--- src/rtl/core_fetch_bus_pkg.sv ---
// Shared types for the instruction-fetch bus sequencer: word/pointer widths
// and the fetch FSM state encoding.
package core_fetch_bus_pkg;

    localparam int WORD_W = 32;
    localparam int PTR_W  = 30;

    typedef logic [WORD_W-1:0] word;
    typedef logic [PTR_W-1:0]  ptr;

    typedef enum logic [1:0] {
        FETCH_IDLE,
        FETCH_WAIT,
        FETCH_DISCARD
    } fetch_state;

endpackage

--- src/rtl/core_fetch_bus.sv ---
// Instruction-fetch bus sequencer: turns the prefetch buffer's fetch request into
// single-outstanding word reads and handles branch redirects / stale-read discard.
module core_fetch_bus
    import core_fetch_bus_pkg::*;
#(
    parameter logic [PTR_W-1:0] RESET_PC = '0
) (
    input  logic              clk,
    input  logic              rst_n,
    input  logic              fetch,
    input  logic              branch,
    input  logic [PTR_W-1:0]  branch_target,
    input  logic              bus_ready,
    input  logic [WORD_W-1:0] bus_data,
    output logic              bus_start,
    output logic [PTR_W-1:0]  bus_addr,
    output logic              fetched,
    output logic [WORD_W-1:0] fetch_data,
    output logic              flush,
    output logic [PTR_W-1:0]  head
);

    fetch_state state, state_d;
    ptr         fetch_pc, pc_d;
    logic       start_d;

    // State register plus the fetch datapath registers.
    always_ff @(posedge clk or negedge rst_n) begin
        // NOTE: sequential state uses non-blocking assignments so every register
        // samples pre-edge values regardless of statement order.
        if (!rst_n) begin
            state     <= FETCH_IDLE;
            fetch_pc  <= RESET_PC;
            bus_addr  <= RESET_PC;
            bus_start <= 1'b0;
        end else begin
            state     <= state_d;
            fetch_pc  <= pc_d;
            bus_start <= start_d;
            if (start_d) begin
                bus_addr <= fetch_pc;
            end
        end
    end

    // Next-state logic; a branch always wins over the sequential increment.
    always_comb begin
        // NOTE: defaults first so no path through the case leaves a latch.
        state_d = state;
        pc_d    = fetch_pc;
        start_d = 1'b0;
        unique case (state)
            FETCH_IDLE: begin
                if (fetch && !branch) begin
                    state_d = FETCH_WAIT;
                    start_d = 1'b1;
                end
            end
            FETCH_WAIT: begin
                if (bus_ready) begin
                    state_d = FETCH_IDLE;
                    if (!branch) begin
                        pc_d = fetch_pc + PTR_W'(1);
                    end
                end else if (branch) begin
                    state_d = FETCH_DISCARD;
                end
            end
            FETCH_DISCARD: begin
                if (bus_ready) begin
                    state_d = FETCH_IDLE;
                end
            end
            default: state_d = FETCH_IDLE;
        endcase
        if (branch) begin
            pc_d = branch_target;
        end
    end

    // Same-cycle outputs toward the prefetch buffer.
    always_comb begin
        fetched = (state == FETCH_WAIT) && bus_ready && !branch;
        flush   = branch;
        head    = branch ? branch_target : fetch_pc;
    end

    assign fetch_data = bus_data;

    // A completion with no read outstanding means the bus and sequencer disagree.
    a_ready_only_when_outstanding: assert property (
        @(posedge clk) disable iff (!rst_n) bus_ready |-> (state != FETCH_IDLE)
    );

endmodule
--- config.mk ---
export PLATFORM = sky130hd
export DESIGN_NAME = core_fetch_bus
export DESIGN_NICKNAME = d
export VERILOG_FILES = /design/src/rtl/core_fetch_bus_pkg.sv /design/src/rtl/core_fetch_bus.sv
export SDC_FILE = /design/constraint.sdc
export NUM_CORES = 1
export LEC_CHECK = 0
export ABC_AREA = 1
export BUFFER_PORTS_ARGS = -buffer_cell sky130_fd_sc_hd__clkbuf_2
export CAP_MARGIN = 20
export CORE_ASPECT_RATIO = 0.6
export CORE_MARGIN = 2
export CORE_UTILIZATION = 53
export CTS_BUF_LIST = sky130_fd_sc_hd__clkbuf_16
export DETAILED_ROUTE_END_ITERATION = 8
export MAX_ROUTING_LAYER = met4
export PLACE_DENSITY = 0.87
export SKIP_CTS_REPAIR_TIMING = 1
export SLEW_MARGIN = 25
export SYNTH_ARGS = -nofsm -noshare
export SYNTH_HDL_FRONTEND = slang
export SYNTH_SLANG_ARGS = --single-unit
--- constraint.sdc ---
create_clock -name clk -period 3.74 [get_ports clk]
set_clock_uncertainty 0.05 [all_clocks]
set_input_delay 0 -clock clk [delete_from_list [all_inputs] [get_ports clk]]
set_output_delay 0 -clock clk [all_outputs]
set_load 0.02 [all_outputs]
# After elaboration in Yosys (flattened, before gate mapping)

Cells that the tools add are included.

$add $sub $neg: 1
Equal/unequal tests: 5
Mux-type cells: 11
Reduce and logical (&&, ||, !) cells: 9

Operator list:

| cell                  | count |
|---|---|
| $mux 30               | 4 |
| $add 30x1->30 const B | 1 |
| $mux 2                | 4 |
| $pmux 2 s3            | 1 |
| $ne 2x2->1 const B    | 2 |
| $reduce_bool 2->1     | 2 |
| $logic_and 1x1->1     | 3 |
| $ne 3x3->1 const B    | 1 |
| $reduce_and 3->1      | 1 |
| $eq 2x1->1 const B    | 1 |
| $eq 2x2->1 const B    | 1 |
| $logic_not 2->1       | 1 |
| $mux 1                | 2 |
| $reduce_and 2->1      | 1 |
| $logic_not 1->1       | 1 |

Flip-flop bits (word level): 63
Bits of input ports: 67
Output and inout port bits: 95
Word-level logic and storage cells: 30

# Longest topological paths before layout

Gate-level depths: netlist of run 1.

Depth in word-level cells: 4
Mapped depth: 10
Depth with buffers taken out: 10

# Least setup slack after synthesis of run 1

OpenSTA, ideal clock, no wires.

Kind: register to register
From: register fetch_pc[0]
To: register fetch_pc[26]
Arrival time: 1.290 ns
Slack: 2.287 ns
Stages on the path, launching flop included: 11
Path buffers: 0
Cells stage by stage: dfrtp_1 -> ha_1 -> nand3_1 -> nor2_2 -> nand2_2 -> nor2_4 -> nand2_1 -> nand2_1 -> nand3_1 -> nand2_1 -> inv_1

Word-level cells in the longest chain between the ends: 4

RTL lines:

| item                   | RTL line             | source |
|---|---|---|
| from (decl)            | core_fetch_bus.sv:24 | `ptr fetch_pc, pc_d;` |
| from (signal assigned) | core_fetch_bus.sv:38 | `fetch_pc <= pc_d;` |
| $add 30x1->30          | core_fetch_bus.sv:63 | `pc_d = fetch_pc + PTR_W'(1);` |
| $mux 30                | core_fetch_bus.sv:60 | `if (bus_ready) begin` |
| $mux 30                | core_fetch_bus.sv:52 | `unique case (state)` |
| $mux 30                | core_fetch_bus.sv:76 | `if (branch) begin` |

No other way between the ends. The select of a mux whose other input is x is not followed.
A chain may end at the register's enable or synchronous reset.

# Worst setup path after layout of run 1

From: register fetch_pc[0]
To: register fetch_pc[22]

The elaborated chain is that of the path after synthesis.

==> impl_metrics.ini, run 1 <==
[setup_path]
crit_chain = ha_1, nand3_1, nor2_2, nand3_1, o21ai_0, nand3_1, nand2_1, inv_1
worst-r2r-cell-count = 8
worstReg2RegStart = fetch_pc[0]$_DFFE_PN0P_
r2r-end = fetch_pc[22]$_DFFE_PN0P_
worst_path_most_repeated_cell = nand3_1
critical-path-max-stage-delay_ns = 0.44
peak_fanout_along_the_critical_path = 5
worst_path_max_delay_cell = dfrtp_1
classification_of_the_worst_setup_path = register to register
crit_arrival_ns = 2.02
worstSetupStartpointType = register
rrSetupSlack_ns = 1.89
required_worst_endpoint_ns = 3.91
worst_setup_path_end_kind = register

[clock_network]
clk_pin_slew_worst_paths_ns = 0.06
clkSinkCount = 63
root_buffer = clkbuf_16
clock_tree.htree_level_count = 3
tritoncts.num_buffers = 9
tritoncts_clock_tree = yes
clock_path_buffers = 2
insertion_delay_ns = 0.33

[synth]
yosysTopAreaCell = dfrtp_1
synthesis.area_per_instance_um2 = 7.01
yosys_warnings = 0
portion_of_synthesized_cell_area_occupied_by_the_leading_cell_type_pct = 40.1
yosysSeqAreaShare_pct = 40.1
mappedNetlistNets = 629
yosys_register_bits = 63
post_synth_inst_count = 561
post_synth_main_area_contributors = dfrtp_1 (40%), nand2_1 (16%), o21ai_0 (11%)
synth.distinct_cells = 30
synth_area_um2 = 3930

[place]
gp_routability_congestion = 0.909
place.port_buffers = 97
dp_worst_setup_slack_ns = 1.75
place_hpwl_um = 7730
placed_cell_area_um2 = 4250

[global_route]
grt_overflow_total = 0
grt_pass1_vias = 3530
antenna_found_initial = 0
grt_max_degree = 81
global_route.usage.total_pct = 28.3
grt_pass1_wl_um = 17400

[drt]
routed_wl_um = 11400
drtAntennaViolNets = 0
via_cell_ratio = 5.28
firstDrtPassIters = 5
num_vias = 4057
post_drt_wl_per_cell_um = 14.9
drcViolationCount = 0
detail_route.iter0.violations = 372

[die]
initial_utilization_pct = 54.4
area_of_the_die_um2 = 8150
top_level_ports = 162
core_area_um2 = 7240
die_height_um = 70.7
chipWidth_um = 115
row_count = 24

[pwr]
p_leak_nw = 2.55
worst_ir_drop_on_vdd_v = 0.000263
power_density_over_the_cells_nw_per_um2 = 508
post-layout-total-power_mw = 2.53

[timing]
hold_viol_final = 11
totalNegativeSetupSlack_ns = 0
maxSlewHeadroom_pct = 52.6
slew_violations = 0
tightest_slew_ns = 0.711
finalSetupViolations = 0
rsz0062_at_grt = false
finalHoldWorstSlack_ns = -0.0312
final.period_utilization_pct = 49.4
fin_crit_ns = 1.85
achievable-frequency_mhz = 542
finalWorstSetupSlack_ns = 1.89

[finish]
n_antenna_cell = 0
num-nets-final = 727
post_route_cells_drive_above_1_share_pct = 20.2
postLayoutCellArea_um2 = 4990
layout_fillers = 610
areaGrowthSynthToFinish_pct = 26.8

[status]
result_of_the_run = complete, but fails checks
violations = negative hold slack

[min_path]
hold_path_class = primary input to register
min_to = fetch_pc[19]$_DFFE_PN0P_
hold-path-cell-count = 5
worst_hold_startpoint = branch_target[19]

[flow_run]
max_capacitance_violation_count = 0
[critical path: cells and delay by family, from the launching register on]
| family | cells | cell delay [ns] |
|---|---|---|
| simple gates | 5 | 0.79 |
| flops | 1 | 0.44 |
| fa+ha+maj | 1 | 0.22 |
| compound gates | 1 | 0.20 |
| buf+inv | 1 | 0.04 |
[worst max path at each step]
stage                       startpoint                  endpoint  depth (start not counted)
2_1_floorplan  fetch_pc[0]$_DFFE_PN0P_  fetch_pc[26]$_DFFE_PN0P_                         10
3_3_place_gp      state[0]$_DFFE_PN0P_  bus_addr[24]$_DFFE_PN0P_                          3
4_1_cts           state[0]$_DFFE_PN0P_   bus_addr[9]$_DFFE_PN0P_                          3
6_report       fetch_pc[0]$_DFFE_PN0P_  fetch_pc[22]$_DFFE_PN0P_                          8
3_5_place_dp      state[0]$_DFFE_PN0P_   bus_addr[9]$_DFFE_PN0P_                          3
5_1_grt        fetch_pc[0]$_DFFE_PN0P_  fetch_pc[22]$_DFFE_PN0P_                          8
[Yosys cell counts (all sizes together)]
cell / instances
nand2: 167
a41oi: 2
xnor2: 1
o21ai: 89
ha: 1
a22oi: 1
a21oi: 6
o221ai: 1
xor2: 4
and2: 2
nand3b: 1
nor2: 53
o31ai: 1
nor3: 2
nor3b: 1
inv: 62
buf: 44
dfrtp: 63
o21bai: 1
nand4: 8
nand3: 41
clkbuf: 10
[report_power, final]
part	internal (mW)	switching, mW	leakage, nW
Clock	0.646	0.303	0.160
Combinational	0.217	0.453	1.60
Sequential	0.807	0.107	0.784
[layout by cell type, fill, tap and decap left out]
master         Yosys  routed
nand3_2            1       1
o21ai_1            2       2
a41oi_1            2       2
clkbuf_2           0      97
o21bai_1           1       1
nand2_1          164     164
clkbuf_16          0       9
bufinv_16          0       3
and2_1             2       2
nor2_4             7       7
a22oi_1            1       1
nor2_2             4       4
dfrtp_1           63      63
clkinvlp_4         0       2
ha_1               1       1
nand3b_1           1       1
a21oi_1            6       6
nor3_1             2       2
buf_4             33       5
nand2_2            1       1
o21ai_0           87      87
inv_2              2       2
o31ai_1            1       1
dlygate4sd3_1      0      39
clkinv_1           0       1
nand2_4            2       2
nand3_4            0       1
xor2_1             4       4
nand4_1            8       8
inv_1             60      61
nand3_1           40      39
nor3b_1            1       1
xnor2_1            1       1
nor2_1            42      42
o221ai_1           1       1
[sequential cells by signal, indices dropped and copies added (netlist names)]
name	cells
bus_addr	30
bus_start	1
fetch_pc	30
state	2
[routing by layer]
metal	track usage [%]	share of wire, %	vias up
met4	6.69	0.94	0
met1	39.6	44	1859
met5	-	0	-
met2	41.2	45	224
li1	-	-	1958
met3	7.80	9.3	16
[stage by stage]
step | utilization, % | cells
6_report | 68.9 | 768
5_1_grt | 68.9 | 768
4_1_cts | 63.4 | 729
3_5_place_dp | 58.7 | 713
3_3_place_gp | 58.7 | 713
2_1_floorplan | - | 561
[cell type report]
class	instances	area, um2	share of cell area [%]
well taps	104	130	2.61
repair buffers	141	913	18.3
inverters	62	233	4.67
flip-flops and latches	63	1580	31.6
clock buffers	9	225	4.52
clock inverters	7	113	2.26
multi-input cells	382	1800	36.0
[logic make-up (layout without fill, tap and decap cells)]
kind of cell / count (synthesis) / in the layout / synth area share, %
simple gates: 275 / 275 / 30.6
flops: 63 / 63 / 40.1
xor+xnor: 5 / 5 / 1.11
buf+inv: 116 / 219 / 14.6
fa+ha+maj: 1 / 1 / 0.318
compound gates: 101 / 101 / 13.3
Note: power is estimated with default switching activity, not from simulation.
==> run 2, diff against run 1 <==
--- a/config.mk
+++ b/config.mk
@@ -10,11 +10,11 @@
 export CAP_MARGIN = 20
 export CORE_ASPECT_RATIO = 0.6
 export CORE_MARGIN = 2
-export CORE_UTILIZATION = 53
+export CORE_UTILIZATION = 49
 export CTS_BUF_LIST = sky130_fd_sc_hd__clkbuf_16
 export DETAILED_ROUTE_END_ITERATION = 8
 export MAX_ROUTING_LAYER = met4
-export PLACE_DENSITY = 0.87
+export PLACE_DENSITY = 0.81
 export SKIP_CTS_REPAIR_TIMING = 1
 export SLEW_MARGIN = 25
 export SYNTH_ARGS = -nofsm -noshare
==> constraint.sdc (replaced) <==
create_clock -name clk -period 1.9 [get_ports clk]
set_clock_uncertainty 0.05 [all_clocks]
set_input_delay 0 -clock clk [delete_from_list [all_inputs] [get_ports clk]]
set_output_delay 0 -clock clk [all_outputs]
set_load 0.02 [all_outputs]
==> impl_metrics.ini, run 2 (synthesis gave the netlist of run 1 again) <==
[min_path]
hold_path_class = primary input to register
hold-path-cell-count = 5

[die]
row_count = 25
area_of_the_die_um2 = 8780
core_area_um2 = 7820
initial_utilization_pct = 50.3
die_height_um = 73.4
top_level_ports = 162
chipWidth_um = 120

[finish]
num-nets-final = 736
final-instance-count-excl-fill = 781
areaGrowthSynthToFinish_pct = 28.4
layout_fillers = 688
n_antenna_cell = 0
post_route_cells_drive_above_1_share_pct = 20.7
layout.cells.most_common_list = nand2_1 (164), clkbuf_2 (97), o21ai_0 (87), dfrtp_1 (63), inv_1 (62)
top_regs = bus_addr: 30 flops, fetch_pc: 30 flops, state: 2 flops
fin_util_pct = 64.6
final_common_cell = nand2_1

[drt]
num_vias = 4042
drtAntennaViolNets = 0
firstDrtPassIters = 4
routed_wl_um = 11400
detail_route.iter0.violations = 386
drcViolationCount = 0
via_cell_ratio = 5.18
post_drt_wl_per_cell_um = 14.7

[setup_path]
worst-r2r-cell-count = 10
critical_path_cell_count = 10
worst_path_most_repeated_cell = nand2_1
cp_num_buf_inv = 1
crit_arrival_ns = 1.87
worstSetupStartpointType = register
critPathTopFamily = simple AND/OR/NAND/NOR gates
worst_setup_path_end_kind = register
critical-path-max-stage-delay_ns = 0.41
classification_of_the_worst_setup_path = register to register
peak_fanout_along_the_critical_path = 5
crit_chain = ha_1, nand3_1, nor2_2, nand2_2, nor2_4, nand2_1, nand2_1, nand3_1, nand2_1, inv_1
worst_path_max_delay_cell = dfrtp_1
required_worst_endpoint_ns = 2.07

[clock_network]
clkSinkCount = 63
root_buffer = clkbuf_16
tritoncts.num_buffers = 9
tritoncts_clock_tree = yes
clock_tree.htree_level_count = 3
clock_path_buffers = 2
clk_pin_slew_worst_paths_ns = 0.05
insertion_delay_ns = 0.33

[timing]
fin_crit_ns = 1.69
hold_viol_final = 11
finalSetupViolations = 0
maxSlewHeadroom_pct = 74.0
slew_violations = 0
final.period_utilization_pct = 89.2
finalWorstSetupSlack_ns = 0.206
achievable-frequency_mhz = 590
finalHoldWorstSlack_ns = -0.0295
rsz0062_at_grt = false
tightest_slew_ns = 0.386
totalNegativeSetupSlack_ns = 0

[global_route]
grt_pass1_wl_um = 17500
global_route.usage.total_pct = 26.8
grt_max_degree = 81
grt_overflow_total = 0
grt_pass1_vias = 3417
antenna_found_initial = 0

[flow_run]
max_capacitance_violation_count = 0

[place]
place.port_buffers = 97
place_hpwl_um = 7960
dpl.cell_count = 724
gp_routability_congestion = 0.934
dp_worst_setup_slack_ns = 0.232

[pwr]
post-layout-total-power_mw = 4.85
power_density_over_the_cells_nw_per_um2 = 961
p_leak_nw = 2.60
worst_ir_drop_on_vdd_v = 0.000550

[status]
violations = negative hold slack
result_of_the_run = complete, but fails checks
[run 2: final cells by class]
cell class                      count  area (um2)  area share, %
Inverter                           62         233           4.61
Sequential cell                    63        1580           31.2
Clock buffer                        9         225           4.46
Multi-Input combinational cell    382        1790           35.4
Tap cell                          108         135           2.68
Clock inverter                      7        80.1           1.59
Timing Repair Buffer              150        1010           20.0
[run 2: report_power, final]
| part | internal, mW | switching (mW) |
|---|---|---|
| Combinational | 0.450 | 0.908 |
| Sequential | 1.59 | 0.195 |
| Clock | 1.13 | 0.584 |
| Total | 3.17 | 1.69 |
[run 2: final timing paths]
kind                                                 end  slack [ns]                startpoint
worst max-delay path            fetch_pc[26]$_DFFE_PN0P_        0.21   fetch_pc[0]$_DFFE_PN0P_
worst min-delay path            fetch_pc[24]$_DFFE_PN0P_       -0.03         branch_target[24]
worst max register to register  fetch_pc[26]$_DFFE_PN0P_        0.21   fetch_pc[0]$_DFFE_PN0P_
worst min register to register  bus_addr[20]$_DFFE_PN0P_        0.43  bus_addr[20]$_DFFE_PN0P_
max in group asynchronous        fetch_pc[5]$_DFFE_PN0P_        1.32                     rst_n
min in group asynchronous       bus_addr[13]$_DFFE_PN0P_        0.17                     rst_n
[run 2: metal layers]
metal / track usage (%) / routed length [um] / vias up
met5: - / 0 / -
met1: 38.5 / 5520 / 1880
met4: 5.75 / 115 / 0
met2: 37.5 / 4890 / 171
li1: - / - / 1977
met3: 7.76 / 922 / 14
[run 2: stage by stage]
stage	hold slack [ns]	area, um2
6_report	-0.0295	5050
5_1_grt	0.00905	5050
4_1_cts	-0.351	4640
3_5_place_dp	-0.0499	4330
3_3_place_gp	-0.0499	4330
2_1_floorplan	-0.346	3930
[run 2: worst min-delay path, stage by stage]
cell and delay, ns:
clkbuf_2 0.08, nand2_1 0.07, nand3_1 0.08, nand2_1 0.04
nand2_1 0.04
